`src/rtl/cfg_pkg.sv`:
```
// Shared types and field positions for the logic-block configuration loader.
// No logic of its own; zero latency.
// No flow control here; the handshake lives in cfg_loader.
package cfg_pkg;

  // Configuration word layout of one logic block
  localparam int CFG_W       = 5;
  localparam int CFG_LUT_LSB = 0;
  localparam int CFG_LUT_MSB = 3;
  localparam int CFG_SEL_BIT = 4;

  // ERR is only reachable when the parity check is built in
  typedef enum logic [1:0] {
    IDLE = 2'd0,
    LOAD = 2'd1,
    DONE = 2'd2,
    ERR  = 2'd3
  } cfg_state_t;

endpackage

```
`src/rtl/cfg_onehot_dec.sv`:
```
// Registered index-to-one-hot decoder driving the per-block write enables.
// Latency: one clock from en/idx to the one-hot output; output is all zeros when en is low.
// No backpressure: an enabled index always produces exactly one pulse.
module cfg_onehot_dec #(
  parameter int NUM_BLOCKS = 16,
  parameter int IDX_W      = $clog2(NUM_BLOCKS)
) (
  input  logic                  clk,
  input  logic                  reset,
  input  logic                  en,
  input  logic [IDX_W-1:0]      idx,
  output logic [NUM_BLOCKS-1:0] onehot
);

  // One pulse per enabled cycle; everything else decodes to zero
  always_ff @(posedge clk or negedge reset) begin
    if (!reset) begin
      onehot <= '0;
    end else if (en) begin
      onehot <= NUM_BLOCKS'(1) << idx;
    end else begin
      onehot <= '0;
    end
  end

endmodule

```
`src/rtl/cfg_loader.sv`:
```
// Streams configuration words into an array of logic blocks, word k into block k.
// Latency: one clock from word accept to the blk_we pulse; done rises with the final pulse.
// Backpressure: cfg_ready is high only in LOAD and is forced low while abort is asserted.
// Optional: define CFG_LOADER_PARITY_EN to add cfg_par/err and the ERR state.
module cfg_loader
  import cfg_pkg::*;
#(
  parameter int NUM_BLOCKS = 16,
  parameter int CFG_W      = cfg_pkg::CFG_W,
  parameter int IDX_W      = $clog2(NUM_BLOCKS)
) (
  input  logic                  clk,
  input  logic                  reset,
  input  logic                  start,
  input  logic                  abort,
  input  logic                  cfg_valid,
  input  logic [CFG_W-1:0]      cfg_data,
`ifdef CFG_LOADER_PARITY_EN
  input  logic                  cfg_par,
  output logic                  err,
`endif
  output logic                  cfg_ready,
  output logic [NUM_BLOCKS-1:0] blk_we,
  output logic [CFG_W-1:0]      blk_data,
  output logic [IDX_W-1:0]      blk_idx,
  output logic                  busy,
  output logic                  done
);

  cfg_state_t       state, state_nxt;
  logic [IDX_W-1:0] cnt, cnt_nxt;
  logic             wr_en;
  logic             last_word;

  assign last_word = (cnt == IDX_W'(NUM_BLOCKS - 1));

`ifdef CFG_LOADER_PARITY_EN
  // Even parity over data plus parity bit must come out zero
  logic par_bad;
  assign par_bad = ^{cfg_data, cfg_par};
`endif

  // State and word counter registers
  always_ff @(posedge clk or negedge reset) begin
    if (!reset) begin
      state <= IDLE;
      cnt   <= '0;
    end else begin
      state <= state_nxt;
      cnt   <= cnt_nxt;
    end
  end

  // Next-state, handshake and status decode
  always_comb begin
    state_nxt = state;
    cnt_nxt   = cnt;
    cfg_ready = 1'b0;
    busy      = 1'b0;
    done      = 1'b0;
    wr_en     = 1'b0;
`ifdef CFG_LOADER_PARITY_EN
    err       = 1'b0;
`endif
    case (state)
      IDLE: begin
        if (start) begin
          state_nxt = LOAD;
          cnt_nxt   = '0;
        end
      end
      LOAD: begin
        busy = 1'b1;
        if (abort) begin
          // Abort wins over a word offered in the same cycle
          state_nxt = IDLE;
          cnt_nxt   = '0;
        end else begin
          cfg_ready = 1'b1;
          if (cfg_valid) begin
`ifdef CFG_LOADER_PARITY_EN
            if (par_bad) state_nxt = ERR;
            else
`endif
            begin
              wr_en = 1'b1;
              // Counter stops at the last block; no wrap inside a sequence
              if (last_word) state_nxt = DONE;
              else           cnt_nxt   = cnt + 1'b1;
            end
          end
        end
      end
      DONE: begin
        done = 1'b1;
        if (abort) begin
          state_nxt = IDLE;
        end else if (start) begin
          state_nxt = LOAD;
          cnt_nxt   = '0;
        end
      end
`ifdef CFG_LOADER_PARITY_EN
      ERR: begin
        err = 1'b1;
        if (abort) begin
          state_nxt = IDLE;
        end else if (start) begin
          state_nxt = LOAD;
          cnt_nxt   = '0;
        end
      end
`endif
      default: begin
        state_nxt = IDLE;
        cnt_nxt   = '0;
      end
    endcase
  end

  // Shared data bus and index hold their last written value between pulses
  always_ff @(posedge clk or negedge reset) begin
    if (!reset) begin
      blk_data <= '0;
      blk_idx  <= '0;
    end else if (wr_en) begin
      blk_data <= {cfg_data[CFG_SEL_BIT], cfg_data[CFG_LUT_MSB:CFG_LUT_LSB]};
      blk_idx  <= cnt;
    end
  end

  cfg_onehot_dec #(
    .NUM_BLOCKS (NUM_BLOCKS),
    .IDX_W      (IDX_W)
  ) u_dec (
    .clk    (clk),
    .reset  (reset),
    .en     (wr_en),
    .idx    (cnt),
    .onehot (blk_we)
  );

endmodule

```
`config.mk`:
```
export PLATFORM = sky130hd
export DESIGN_NAME = cfg_loader
export DESIGN_NICKNAME = d
export VERILOG_FILES = /design/src/rtl/cfg_pkg.sv /design/src/rtl/cfg_onehot_dec.sv /design/src/rtl/cfg_loader.sv
export SDC_FILE = /design/constraint.sdc
export NUM_CORES = 1
export LEC_CHECK = 0
export CORE_ASPECT_RATIO = 1.4
export CORE_MARGIN = 3
export CORE_UTILIZATION = 47
export DETAILED_ROUTE_END_ITERATION = 8
export DONT_BUFFER_PORTS = 1
export HOLD_SLACK_MARGIN = 0.15
export PLACE_DENSITY = 0.63
export SYNTH_ARGS = -nofsm -noshare
export SYNTH_HDL_FRONTEND = slang
export SYNTH_SLANG_ARGS = --single-unit
```
`constraint.sdc`:
```
create_clock -name clk -period 1.4 [get_ports clk]
set_clock_uncertainty 0.1 [all_clocks]
set_input_delay 0.28 -clock clk [delete_from_list [all_inputs] [get_ports clk]]
set_output_delay 0.28 -clock clk [all_outputs]
set_load 0.02 [all_outputs]
```
Word level (Yosys, flattened, before mapping) --
Cells that the tools add are included.
Storage, ports and cells: latch bits 0, input port bits 10, word-level logic and storage cells 37, output and inout port bits 28, memory bits (read-only) 0, register bits 31, bits in writable memories 0, memories 0
Operators by class: divide/modulo/power cells 0, reductions and logical operators 3, shift operators 1, eq/ne operators 7, multipliers 0, bitwise operators 0, add/sub/neg operators 1, multiplexer cells 20, $lt $le $gt $ge 0
Operators with widths (count):
- $mux 4 | 5
- $mux 16 | 1
- $shl 1x4->16 const A | 1
- $pmux 4 s3 | 1
- $mux 2 | 5
- $ne 3x3->1 const B | 3
- $mux 1 | 7
- $pmux 2 s3 | 1
- $add 4x1->4 const B | 1
- $eq 4x4->1 const B | 1
- $reduce_and 3->1 | 1
- $eq 2x1->1 const B | 1
- $eq 2x2->1 const B | 1
- $logic_not 2->1 | 1
- $ne 2x2->1 const B | 1
- $reduce_and 2->1 | 1

Longest topological paths before layout --
Gate-level depths: netlist of the first run.
depth in word-level cells 5, depth in mapped cells 6, depth with buffers taken out 4

Hierarchy --
A second synthesis of the first run with hierarchy kept.
Unflattened totals: cell total of the unflattened synthesis 98, area total of the unflattened synthesis 1276.2 um^2
By module, submodules not included:
- cfg_loader | cells each 59, times used 1, area each 758.2 um^2
- cfg_onehot_dec | cells each 39, times used 1, area each 518.0 um^2

Worst setup path after synthesis of the first run --
Ideal clock, no wire load.
path kind flip-flop to flip-flop, from register state[1], to register cnt[0], stages on the path, launching flop included 4, slack -107 ps, data arrival time 1325 ps, library setup time 82 ps, path through dfrtp_1 nor3b_2 o21ai_0 a31oi_1
On the way: longest elaborated chain between the ends 3, elaborated cells between the ends (all ways) 8
Ends and longest elaborated chain:
- start: declaration | line cfg_loader.sv:30 | cfg_state_t state, state_nxt;
- start signal: assignment | line cfg_loader.sv:49 | state <= state_nxt;
- $eq 2x1->1 / $eq 2x2->1 (equally long branches) | line cfg_loader.sv:65 | case (state)
- $ne 3x3->1 (no line) / $ne 2x2->1 (equally long branches)
- $reduce_and 3->1 (no line)
- end signal: assignment | line cfg_loader.sv:50 | cnt <= cnt_nxt;
- end: declaration | line cfg_loader.sv:31 | logic [IDX_W-1:0] cnt, cnt_nxt;
Several ways; a longest one is shown, not always the timed one. A chain may end at the register's enable or synchronous reset.

Worst setup path in the final report of the first run --
from register state[1], to output cfg_ready
On the way: longest elaborated chain between the ends 2
Ends and longest elaborated chain:
- $eq 2x1->1 | line cfg_loader.sv:65
- $mux 1 | line cfg_loader.sv:65
- end: declaration | line cfg_loader.sv:22 | output logic cfg_ready,
No other way between the ends.

==> results of run 1 <==
[power groups by stage]
stage / Sequential [mW] / Combinational (mW) / Clock [mW]
after global placement: 1.14 / 0.284 / 0
after detailed placement: 1.15 / 0.293 / 0
after CTS: 1.13 / 0.381 / 0.587
final: 1.14 / 0.423 / 0.577
after floorplan: 1.14 / 0.198 / 0
after global routing: 1.15 / 0.462 / 0.622
[cells in the final DEF, fill, tap and decap left out, types with 2 or more instances in the layout]
master and count:
dfrtp_1 31, ha_1 5, nand4_1 3, nand2_2 2
a21oi_1 2, a31oi_1 3, buf_4 6, inv_1 5
nor3_1 2, nand2_1 5, and3_1 2, o211ai_1 4
nand2b_1 2, mux2_4 9, buf_6 7, clkbuf_4 5
nor2_1 11, clkbuf_8 2, buf_12 2, dlygate4sd3_1 9
[critical path, stage by stage (launching register included)]
cell     delay [ps]
dfrtp_1         400
buf_6           140
nor3b_4         200
buf_6           150
[cell families (layout without fill, tap and decap cells)]
family / after synthesis / count (layout)
buffers and inverters: 10 / 38
adders and majority gates: 6 / 6
and+or+nand+nor: 38 / 38
AOI/OAI and AO/OA: 14 / 14
muxes: 9 / 9
DFF: 31 / 31
[cells in the mapped netlist]
library cell   n  share of area
a31oi_1        3          0.014
o2bb2a_1       1         0.0076
o21ai_1        1         0.0038
nand3_1        1         0.0038
clkbuf_1       2         0.0057
nand4b_1       1         0.0066
nand4_1        3          0.014
nor3_1         3          0.011
nand2_1        8          0.023
nor3b_2        1         0.0095
mux2_4         3          0.034
a21oi_1        2         0.0076
and3_1         3          0.014
and4bb_1       1         0.0095
a22oi_1        1         0.0057
inv_1          5          0.014
nor2_1        12          0.034
mux2_2         6          0.051
buf_8          1          0.011
nor3b_1        1         0.0057
dfrtp_1       31           0.59
buf_4          1         0.0057
a21bo_2        1         0.0076
o211ai_1       4          0.023
and2b_1        1         0.0057
ha_1           6          0.057
buf_6          1         0.0085
nor2b_1        1         0.0047
nand2b_1       2         0.0095
o21ai_0        1         0.0038
[metal layers]
metal,wire length [µm],vias to the layer above
met5,0,-
met4,29,0
met3,128,2
met2,1459,26
met1,1033,444
li1,-,429
[flip-flops by register name (all words and copies together), names as in the netlist]
register,flops
cnt,4
blk_data,5
u_dec.onehot,16
state,2
blk_idx,4
[metrics by stage]
step	hold slack (ps)	utilization	worst slack (ps)
final	230.1	0.6591	-197.7
after global routing	261.1	0.6591	-244.7
after CTS	193.5	0.6269	-211.3
after detailed placement	-114.9	0.5393	13.78
after global placement	-114.9	0.5393	26.89
after floorplan	-115.6	-	-54.53
[timing repair]
item | 4_1_cts | 5_1_grt
hold buffers | 10 | 0
pin swaps | 3 | 6
gates cloned | 0 | 1
endpoints found under the setup margin | 4 | 21
setup buffers | 3 | 2
endpoints found under the hold margin | 41 | 0
gates resized for setup | 11 | 15
[worst paths after layout]
check	from	to	slack [ps]	cells past startpoint
max	state[1]$_DFFE_PN0P_	cfg_ready	-200	3
min in group asynchronous	reset	u_dec.onehot[6]$_DFF_PN0_	290	2
max reg2reg	state[0]$_DFFE_PN0P_	blk_data[1]$_DFFE_PN0P_	-90	4
max in group asynchronous	reset	blk_data[3]$_DFFE_PN0P_	740	2
min	abort	state[0]$_DFFE_PN0P_	230	4
min reg2reg	state[1]$_DFFE_PN0P_	state[0]$_DFFE_PN0P_	490	2
[layout make-up]
class | instances | area (µm²)
fill | 217 | 900.9
sequential | 31 | 775.7
multi-input combinational | 67 | 554.3
timing repair buffer | 25 | 279.0
clock buffer | 8 | 68.82
tap | 36 | 45.04
inverter | 5 | 18.77
==> impl_metrics.prom, run 1 <==
# TYPE chip_impl_metric gauge
chip_impl_metric{name="p_sw",unit="µW"} 622.4
chip_impl_metric{name="synth.cell_area",unit="mm²"} 0.001320
chip_impl_metric{name="average_instance_area_after_synthesis",unit="µm²"} 12.22
chip_impl_metric{name="ys_seq_elements",unit=""} 31
chip_impl_metric{name="wl_per_cell",unit="µm"} 15.41
chip_impl_metric{name="timing.critical_path.required",unit="ps"} 1020
chip_impl_metric{name="power.internal",unit="mW"} 1.516
chip_impl_metric{name="cts_num_sinks",unit=""} 31
chip_impl_metric{name="grt_pass1_vias",unit=""} 882
chip_impl_metric{name="yosys.area_share.simple",unit=""} 0.1517
chip_impl_info{name="cts_root_buffer",value="clkbuf_4"} 1
chip_impl_info{name="min-delay-path-class",value="input pin to register"} 1
chip_impl_info{name="dominant_combinational_cell_family_by_area_after_synthesis",value="simple AND/OR/NAND/NOR gates"} 1
chip_impl_metric{name="fp.dieW",unit="µm"} 50.79
chip_impl_metric{name="routed-via-count",unit=""} 901
chip_impl_metric{name="floorplan.initialDensity",unit=""} 0.4995
chip_impl_metric{name="grt_use_met2",unit=""} 0.2941
chip_impl_info{name="startpoint_type",value="register"} 1
chip_impl_metric{name="dp.final_hpwl",unit="µm"} 1721
chip_impl_metric{name="numPortBuffers",unit=""} 0
chip_impl_info{name="busiest_layer",value="met2"} 1
chip_impl_metric{name="setup_tns",unit="ps"} -1196
chip_impl_metric{name="yosysWarningCount",unit=""} 0
chip_impl_metric{name="maximum_buffer_depth_of_the_clock_tree",unit=""} 2
chip_impl_metric{name="flow.area_growth_from_synthesis",unit="%"} 31.94
chip_impl_metric{name="postRouteAntennaNets",unit=""} 0
chip_impl_metric{name="count_of_endpoints_failing_hold_in_the_final_timing_report",unit=""} 0
chip_impl_info{name="outcome",value="finished, violations left"} 1
chip_impl_metric{name="clk_network_pwr_share",unit=""} 0.270
chip_impl_metric{name="final_layout_size_suffix_gt1_frac",unit=""} 0.3235
chip_impl_metric{name="fp.dieH",unit="µm"} 68.71
chip_impl_info{name="endpoint_kind",value="output port"} 1
chip_impl_metric{name="design.portCount",unit=""} 38
chip_impl_metric{name="routability_congestion_estimate_from_global_placement",unit=""} 0.8193
chip_impl_metric{name="vdd_drop_max",unit="mV"} 0.9360
chip_impl_metric{name="first_pass_grt_wire_length",unit="µm"} 4050
chip_impl_metric{name="cellPowerDensity",unit="mW/mm²"} 1228
chip_impl_metric{name="finalWorstPathRequiredPeriod",unit="ps"} 1598
chip_impl_metric{name="gr-total-overflow",unit=""} 0
chip_impl_metric{name="synthXorXnorAreaFrac",unit=""} 0
chip_impl_metric{name="core_box_area",unit="mm²"} 0.002643
chip_impl_metric{name="synth-compound-area-share",unit=""} 0.07299
chip_impl_metric{name="transition_time_at_the_pin_with_the_least_slew_margin",unit="ps"} 249.0
chip_impl_metric{name="design_area",unit="mm²"} 0.001742
chip_impl_metric{name="groute.layer.met1.usage",unit=""} 0.1717
chip_impl_metric{name="die_area",unit="mm²"} 0.003490
chip_impl_metric{name="htreeDepth",unit=""} 2
chip_impl_metric{name="synthAdderAreaFrac",unit=""} 0.05687
chip_impl_metric{name="first_pass_iters",unit=""} 3
chip_impl_metric{name="post-route-period-util",unit=""} 1.141
chip_impl_metric{name="max_freq",unit="GHz"} 0.6259
chip_impl_metric{name="post-route-worst-setup-slack",unit="ps"} -197.7
chip_impl_metric{name="report.final.setup_viol",unit=""} 15
chip_impl_info{name="violations",value="negative setup slack"} 1
chip_impl_metric{name="initial_antenna_violation_count",unit=""} 0
chip_impl_metric{name="dp.cells",unit=""} 150
chip_impl_metric{name="grt_start_max_net_pins",unit=""} 32
chip_impl_metric{name="power.total",unit="mW"} 2.138
chip_impl_metric{name="antenna-diode-count",unit=""} 0
chip_impl_metric{name="share_seq_of_total_power",unit=""} 0.532
chip_impl_metric{name="timing_max_transition_violations_final",unit=""} 0
chip_impl_metric{name="post_synthesis_cell_count",unit=""} 108
chip_impl_metric{name="drv.max_cap_violation_count",unit=""} 0
chip_impl_metric{name="met3_capacity_usage_during_global_routing",unit=""} 0.05161
chip_impl_metric{name="power.leakage",unit="nW"} 0.8294
chip_impl_metric{name="p_comb_frac",unit=""} 0.198
chip_impl_metric{name="dr.first_iter.drc_count",unit=""} 21
chip_impl_metric{name="worst-path-max-fanout",unit=""} 6
chip_impl_metric{name="count_of_placed_standard_cells_in_the_final_layout_fillers_left_out",unit=""} 172
chip_impl_metric{name="total_cts_buffers",unit=""} 5
chip_impl_metric{name="max-slew-margin-rel",unit=""} 0.8340
chip_impl_metric{name="synthMuxAreaShare",unit=""} 0.08531
chip_impl_info{name="timing.setup.critical_path_class",value="register to output port"} 1
chip_impl_metric{name="num_rows",unit=""} 22
chip_impl_metric{name="groute.usage.overall",unit=""} 0.1591
chip_impl_metric{name="sequential_area_share_after_synthesis",unit=""} 0.5877
chip_impl_metric{name="worstSkewPairLatency",unit="ps"} 320
chip_impl_metric{name="wl",unit="µm"} 2650
chip_impl_metric{name="route.detailed.drc",unit=""} 0
chip_impl_metric{name="placed_area",unit="mm²"} 0.001425
chip_impl_metric{name="clkSlewWorstSetupHoldPaths",unit="ps"} 100
chip_impl_metric{name="swShare",unit=""} 0.2911
chip_impl_info{name="rsz_0062_raised_after_global_routing",value="yes"} 1
chip_impl_metric{name="worst_ep_arrival_time",unit="ps"} 1220
chip_impl_metric{name="netlist-cell-type-count",unit=""} 30
chip_impl_metric{name="syn-num-nets",unit=""} 124
chip_impl_info{name="cts_tree",value="done"} 1
chip_impl_metric{name="routed_via_density",unit=""} 5.238
chip_impl_metric{name="final_net_count",unit=""} 151
No activity file was read; power rests on OpenSTA's default activity.
==> run 2: changes to the inputs <==
--- a/config.mk
+++ b/config.mk
@@ -5,7 +5,6 @@
 export SDC_FILE = /design/constraint.sdc
 export NUM_CORES = 1
 export LEC_CHECK = 0
-export CORE_ASPECT_RATIO = 1.4
 export CORE_MARGIN = 3
 export CORE_UTILIZATION = 47
 export DETAILED_ROUTE_END_ITERATION = 8
==> impl_metrics.prom, run 2 (synthesized netlist as in run 1, its figures left out) <==
# TYPE chip_impl_metric gauge
chip_impl_info{name="outcome",value="finished, violations left"} 1
chip_impl_info{name="violations",value="negative setup slack"} 1
chip_impl_metric{name="die_area",unit="mm²"} 0.003480
chip_impl_metric{name="worst-path-max-fanout",unit=""} 6
chip_impl_metric{name="wl_per_cell",unit="µm"} 15.82
chip_impl_info{name="worst_path_dominant_cell_family",value="flip-flops"} 1
chip_impl_metric{name="nFillCells",unit=""} 203
chip_impl_metric{name="detailedPlace.worstSlack",unit="ps"} 18.22
chip_impl_metric{name="finalWorstPathRequiredPeriod",unit="ps"} 1615
chip_impl_metric{name="count_of_endpoints_failing_hold_in_the_final_timing_report",unit=""} 0
chip_impl_metric{name="total_cts_buffers",unit=""} 5
chip_impl_metric{name="floorplan.initialDensity",unit=""} 0.5141
chip_impl_metric{name="routability_congestion_estimate_from_global_placement",unit=""} 0.7703
chip_impl_metric{name="largest_register_ff_count",unit=""} 16
chip_impl_metric{name="final_net_count",unit=""} 148
chip_impl_metric{name="vdd_drop_max",unit="mV"} 1.318
chip_impl_metric{name="transition_time_at_the_pin_with_the_least_slew_margin",unit="ps"} 255.2
chip_impl_metric{name="postRouteAntennaNets",unit=""} 0
chip_impl_metric{name="critical_path.max_stage_delay",unit="ps"} 400
chip_impl_info{name="cts_tree",value="done"} 1
chip_impl_metric{name="gr-total-overflow",unit=""} 0
chip_impl_metric{name="initial_antenna_violation_count",unit=""} 0
chip_impl_metric{name="dp.final_hpwl",unit="µm"} 1695
chip_impl_metric{name="power.leakage",unit="nW"} 0.7944
chip_impl_info{name="critical-path-slowest-cell",value="dfrtp_1"} 1
chip_impl_metric{name="timing.critical_path.required",unit="ps"} 1020
chip_impl_info{name="mostFrequentLayoutCell",value="dfrtp_1"} 1
chip_impl_info{name="timing.setup.critical_path_class",value="register to output port"} 1
chip_impl_metric{name="cts_num_sinks",unit=""} 31
chip_impl_metric{name="post-route-worst-setup-slack",unit="ps"} -214.6
chip_impl_info{name="critical-path-top-cell-by-count",value="buf_6"} 1
chip_impl_metric{name="final_layout_size_suffix_gt1_frac",unit=""} 0.2707
chip_impl_metric{name="routed-via-count",unit=""} 907
chip_impl_metric{name="fp.dieW",unit="µm"} 59.00
chip_impl_metric{name="route.detailed.drc",unit=""} 0
chip_impl_metric{name="first_pass_grt_wire_length",unit="µm"} 3988
chip_impl_info{name="endpoint_kind",value="output port"} 1
chip_impl_metric{name="groute.usage.overall",unit=""} 0.1593
chip_impl_metric{name="wl",unit="µm"} 2579
chip_impl_metric{name="worst_ep_arrival_time",unit="ps"} 1230
chip_impl_metric{name="timing_max_transition_violations_final",unit=""} 0
chip_impl_metric{name="max-slew-margin-rel",unit=""} 0.8299
chip_impl_metric{name="dr.first_iter.drc_count",unit=""} 33
chip_impl_info{name="cts_root_buffer",value="clkbuf_4"} 1
chip_impl_metric{name="hold_slack",unit="ps"} 156.3
chip_impl_metric{name="num_rows",unit=""} 18
chip_impl_metric{name="htreeDepth",unit=""} 2
chip_impl_metric{name="post-route-period-util",unit=""} 1.153
chip_impl_metric{name="grt_pass1_vias",unit=""} 817
chip_impl_metric{name="report.final.setup_viol",unit=""} 5
chip_impl_metric{name="seq_area",unit="µm²"} 775.7
chip_impl_info{name="min-delay-path-class",value="input pin to register"} 1
chip_impl_info{name="largest-register",value="u_dec.onehot"} 1
chip_impl_metric{name="flow.area_growth_from_synthesis",unit="%"} 25.69
chip_impl_metric{name="antenna-diode-count",unit=""} 0
chip_impl_metric{name="maximum_buffer_depth_of_the_clock_tree",unit=""} 2
chip_impl_metric{name="multi_input_comb_area",unit="µm²"} 530.5
chip_impl_metric{name="clkSlewWorstSetupHoldPaths",unit="ps"} 80
chip_impl_metric{name="max_freq",unit="GHz"} 0.6194
chip_impl_metric{name="numPortBuffers",unit=""} 0
chip_impl_metric{name="fp.dieH",unit="µm"} 59.00
chip_impl_info{name="rsz_0062_raised_after_global_routing",value="yes"} 1
chip_impl_metric{name="grt_start_max_net_pins",unit=""} 32
chip_impl_metric{name="drv.max_cap_violation_count",unit=""} 0
chip_impl_metric{name="routed_via_density",unit=""} 5.564
chip_impl_metric{name="cellPowerDensity",unit="mW/mm²"} 1266
chip_impl_info{name="path_cells",value="buf_6 > nor3b_4 > buf_6"} 1
chip_impl_metric{name="core_box_area",unit="mm²"} 0.002567
chip_impl_metric{name="cp.buffers_inverters",unit=""} 2
chip_impl_metric{name="design.portCount",unit=""} 38
chip_impl_info{name="mostFrequentLayoutCells",value="31 x dfrtp_1, 12 x nor2_1, 9 x mux2_4, 9 x dlygate4sd3_1"} 1
chip_impl_metric{name="first_pass_iters",unit=""} 4
chip_impl_metric{name="worstSkewPairLatency",unit="ps"} 330
chip_impl_info{name="largest_registers",value="u_dec.onehot: 16 flops, blk_data: 5 flops"} 1
chip_impl_info{name="startpoint_type",value="register"} 1
## run 2: changes by cell type in the layout (fill, tap and decap cells not counted), sizes merged
cell,before,now
buf,15,13
clkbuf,9,8
## run 2: path summary, 6_finish.rpt
check,from,to,slack (ps),cells after the start
max reg2reg,state[1]$_DFFE_PN0P_,cnt[0]$_DFFE_PN0P_,-20,6
min in group asynchronous,reset,u_dec.onehot[7]$_DFF_PN0_,290,2
min,cfg_valid,state[0]$_DFFE_PN0P_,160,3
min reg2reg,cnt[3]$_DFFE_PN0P_,cnt[3]$_DFFE_PN0P_,500,1
max in group asynchronous,reset,cnt[0]$_DFFE_PN0P_,750,2
max,state[1]$_DFFE_PN0P_,cfg_ready,-210,3
## run 2: routing by layer
layer	GRT usage	vias to the layer above	routed length, µm
li1	-	421	-
met1	0.1893	438	1035
met2	0.2413	40	1287
met3	0.06318	8	194
met4	0.09709	0	62
met5	0	-	0
## run 2: layout make-up
| cell class | instances | share of cell area |
|---|---|---|
| repair buffers | 22 | 0.1373 |
| clock buffers | 8 | 0.04148 |
| multi-input cells | 67 | 0.3198 |
| inverters | 5 | 0.01131 |
| flip-flops and latches | 31 | 0.4676 |
| well taps | 30 | 0.02262 |
## run 2: metrics by stage
stage                     std cells  utilization  TNS, ps  instance area, µm²  total power, mW
after floorplan                 108            -   -163.6                1328            1.343
after global placement          143       0.5492        0                1410            1.421
after detailed placement        143       0.5492        0                1410            1.435
after CTS                       162       0.6301   -419.9                1618            2.073
after global routing            163       0.6462    -1392                1659            2.202
final                           163       0.6462   -479.3                1659            2.100
## run 2: worst min-delay path, cell delays in order
cell and delay, ps:
nand4_1 70, a22oi_1 70, a21oi_1 120
## run 2: power by group
group,total [mW],internal (mW),switching (mW)
registers,1.13,0.983,0.145
clock network,0.576,0.295,0.281
logic,0.396,0.217,0.179
## run 2: timing repair
item                                    CTS  global route
hold buffers                             10             0
resized for setup                         6             9
hold endpoints to repair                 41             0
pin swaps                                 1             2
endpoints found under the setup margin    4            16
setup buffers                             1             2
==> run 3: changes to the inputs <==
--- a/config.mk
+++ b/config.mk
@@ -11,6 +11,7 @@
 export DONT_BUFFER_PORTS = 1
 export HOLD_SLACK_MARGIN = 0.15
 export PLACE_DENSITY = 0.63
+export SKIP_CTS_REPAIR_TIMING = 1
 export SYNTH_ARGS = -nofsm -noshare
 export SYNTH_HDL_FRONTEND = slang
 export SYNTH_SLANG_ARGS = --single-unit
==> impl_metrics.prom, run 3 (synthesized netlist as in run 1, its figures left out) <==
# TYPE chip_impl_metric gauge
chip_impl_metric{name="gr-total-overflow",unit=""} 0
chip_impl_metric{name="worst_ep_arrival_time",unit="ps"} 1240
chip_impl_metric{name="grt_start_max_net_pins",unit=""} 32
chip_impl_info{name="largest-register",value="u_dec.onehot"} 1
chip_impl_info{name="cts_root_buffer",value="clkbuf_4"} 1
chip_impl_metric{name="fp.dieH",unit="µm"} 59.00
chip_impl_metric{name="wl_per_cell",unit="µm"} 15.70
chip_impl_metric{name="power.total",unit="mW"} 2.113
chip_impl_metric{name="max-slew-margin-rel",unit=""} 0.8162
chip_impl_metric{name="cellPowerDensity",unit="mW/mm²"} 1254
chip_impl_metric{name="dr.first_iter.drc_count",unit=""} 24
chip_impl_info{name="outcome",value="finished, violations left"} 1
chip_impl_metric{name="report.final.setup_viol",unit=""} 3
chip_impl_metric{name="flow.area_growth_from_synthesis",unit="%"} 27.58
chip_impl_metric{name="count_of_endpoints_failing_hold_in_the_final_timing_report",unit=""} 0
chip_impl_metric{name="max_freq",unit="GHz"} 0.6190
chip_impl_info{name="endpoint_kind",value="output port"} 1
chip_impl_metric{name="first_pass_iters",unit=""} 4
chip_impl_metric{name="htreeDepth",unit=""} 2
chip_impl_metric{name="die_area",unit="mm²"} 0.003480
chip_impl_info{name="mostFrequentLayoutCells",value="31 x dfrtp_1, 12 x nor2_1, 9 x mux2_4, 9 x dlygate4sd3_1, 8 x nand2_1"} 1
chip_impl_metric{name="final_layout_size_suffix_gt1_frac",unit=""} 0.2836
chip_impl_metric{name="grt_pass1_vias",unit=""} 790
chip_impl_metric{name="post-route-worst-setup-slack",unit="ps"} -215.6
chip_impl_metric{name="dp.final_hpwl",unit="µm"} 1695
chip_impl_metric{name="antenna-diode-count",unit=""} 0
chip_impl_metric{name="numPortBuffers",unit=""} 0
chip_impl_metric{name="final_net_count",unit=""} 149
chip_impl_metric{name="num_rows",unit=""} 18
chip_impl_info{name="mostFrequentLayoutCell",value="dfrtp_1"} 1
chip_impl_metric{name="fp.dieW",unit="µm"} 59.00
chip_impl_metric{name="routability_congestion_estimate_from_global_placement",unit=""} 0.7703
chip_impl_info{name="startpoint_type",value="register"} 1
chip_impl_info{name="largest_registers",value="u_dec.onehot: 16 flops, blk_data: 5 flops"} 1
chip_impl_info{name="min-delay-path-class",value="input pin to register"} 1
chip_impl_metric{name="first_pass_grt_wire_length",unit="µm"} 3774
chip_impl_info{name="cts_tree",value="done"} 1
chip_impl_metric{name="finalWorstPathRequiredPeriod",unit="ps"} 1616
chip_impl_metric{name="clkSlewWorstSetupHoldPaths",unit="ps"} 80
chip_impl_metric{name="post-route-period-util",unit=""} 1.154
chip_impl_metric{name="vdd_drop_max",unit="mV"} 1.321
chip_impl_metric{name="timing_max_transition_violations_final",unit=""} 0
chip_impl_metric{name="routed_via_density",unit=""} 5.470
chip_impl_metric{name="largest_register_ff_count",unit=""} 16
chip_impl_metric{name="worstSkewPairLatency",unit="ps"} 330
chip_impl_metric{name="final_core_utilization",unit=""} 0.6559
chip_impl_info{name="violations",value="negative setup slack"} 1
chip_impl_metric{name="initial_antenna_violation_count",unit=""} 0
chip_impl_metric{name="route.detailed.drc",unit=""} 0
chip_impl_metric{name="floorplan.initialDensity",unit=""} 0.5141
chip_impl_metric{name="drv.max_cap_violation_count",unit=""} 0
chip_impl_info{name="timing.setup.critical_path_class",value="register to output port"} 1
chip_impl_metric{name="design.portCount",unit=""} 38
chip_impl_info{name="rsz_0062_raised_after_global_routing",value="yes"} 1
chip_impl_metric{name="cts_num_sinks",unit=""} 31
chip_impl_metric{name="postRouteAntennaNets",unit=""} 0
chip_impl_metric{name="setup_tns",unit="ps"} -399.0
chip_impl_metric{name="routed-via-count",unit=""} 897
chip_impl_metric{name="power.leakage",unit="nW"} 0.7986
chip_impl_metric{name="total_cts_buffers",unit=""} 5
chip_impl_metric{name="multi_input_comb_area",unit="µm²"} 544.3
chip_impl_metric{name="nFillCells",unit=""} 200
chip_impl_metric{name="wl",unit="µm"} 2575
chip_impl_metric{name="core_box_area",unit="mm²"} 0.002567
chip_impl_metric{name="groute.usage.overall",unit=""} 0.1519
chip_impl_metric{name="worst-path-max-fanout",unit=""} 6
chip_impl_metric{name="timing.critical_path.required",unit="ps"} 1020
chip_impl_metric{name="maximum_buffer_depth_of_the_clock_tree",unit=""} 2
chip_impl_metric{name="transition_time_at_the_pin_with_the_least_slew_margin",unit="ps"} 274.8
chip_impl_metric{name="seq_area",unit="µm²"} 775.7
-- run 3: worst max-delay path, cell delays in order, from the launching register on --
cell     delay (ps)
dfrtp_1         390
buf_6           140
nor3b_4         220
buf_6           160
-- run 3: routing by layer --
metal  global-route usage  vias to the layer above  share of wire
met3              0.06754                        8          0.064
met5                    0                        -              0
met1               0.1765                      433           0.42
met2               0.2271                       29           0.50
met4              0.09709                        0          0.019
li1                     -                      427              -
-- run 3: area by class of cell --
type | count | area share
sequential | 31 | 0.4606
multi-input combinational | 67 | 0.3232
timing repair buffer | 23 | 0.1419
clock buffer | 8 | 0.04086
tap | 30 | 0.02229
inverter | 5 | 0.01114
-- run 3: report_power, final --
part	internal (mW)	leakage [nW]	total [mW]	switching [mW]
combinational	0.225	0.343	0.408	0.183
clock	0.295	0.0386	0.577	0.282
sequential	0.983	0.417	1.13	0.145
total	1.50	0.799	2.11	0.610
-- run 3: final timing paths --
kind,startpoint,end,slack [ps],cells past startpoint
setup / recovery,state[1]$_DFFE_PN0P_,cfg_ready,-220,3
hold / removal,cfg_valid,state[0]$_DFFE_PN0P_,160,3
setup reg to reg,state[1]$_DFFE_PN0P_,cnt[0]$_DFFE_PN0P_,0,6
max in group asynchronous,reset,cnt[0]$_DFFE_PN0P_,750,2
min in group asynchronous,reset,u_dec.onehot[7]$_DFF_PN0_,290,2
hold reg to reg,state[1]$_DFFE_PN0P_,state[0]$_DFFE_PN0P_,490,2
-- run 3: metrics by stage --
stage	hold slack, ps	instance area, µm²	cells	setup slack [ps]
6_report	158.4	1684	164	-215.6
5_1_grt	179.9	1684	164	-288.0
4_1_cts	-480.3	1479	151	-304.1
3_5_place_dp	-114.9	1410	143	18.22
3_3_place_gp	-114.9	1410	143	39.35
2_1_floorplan	-115.6	1328	108	-54.53
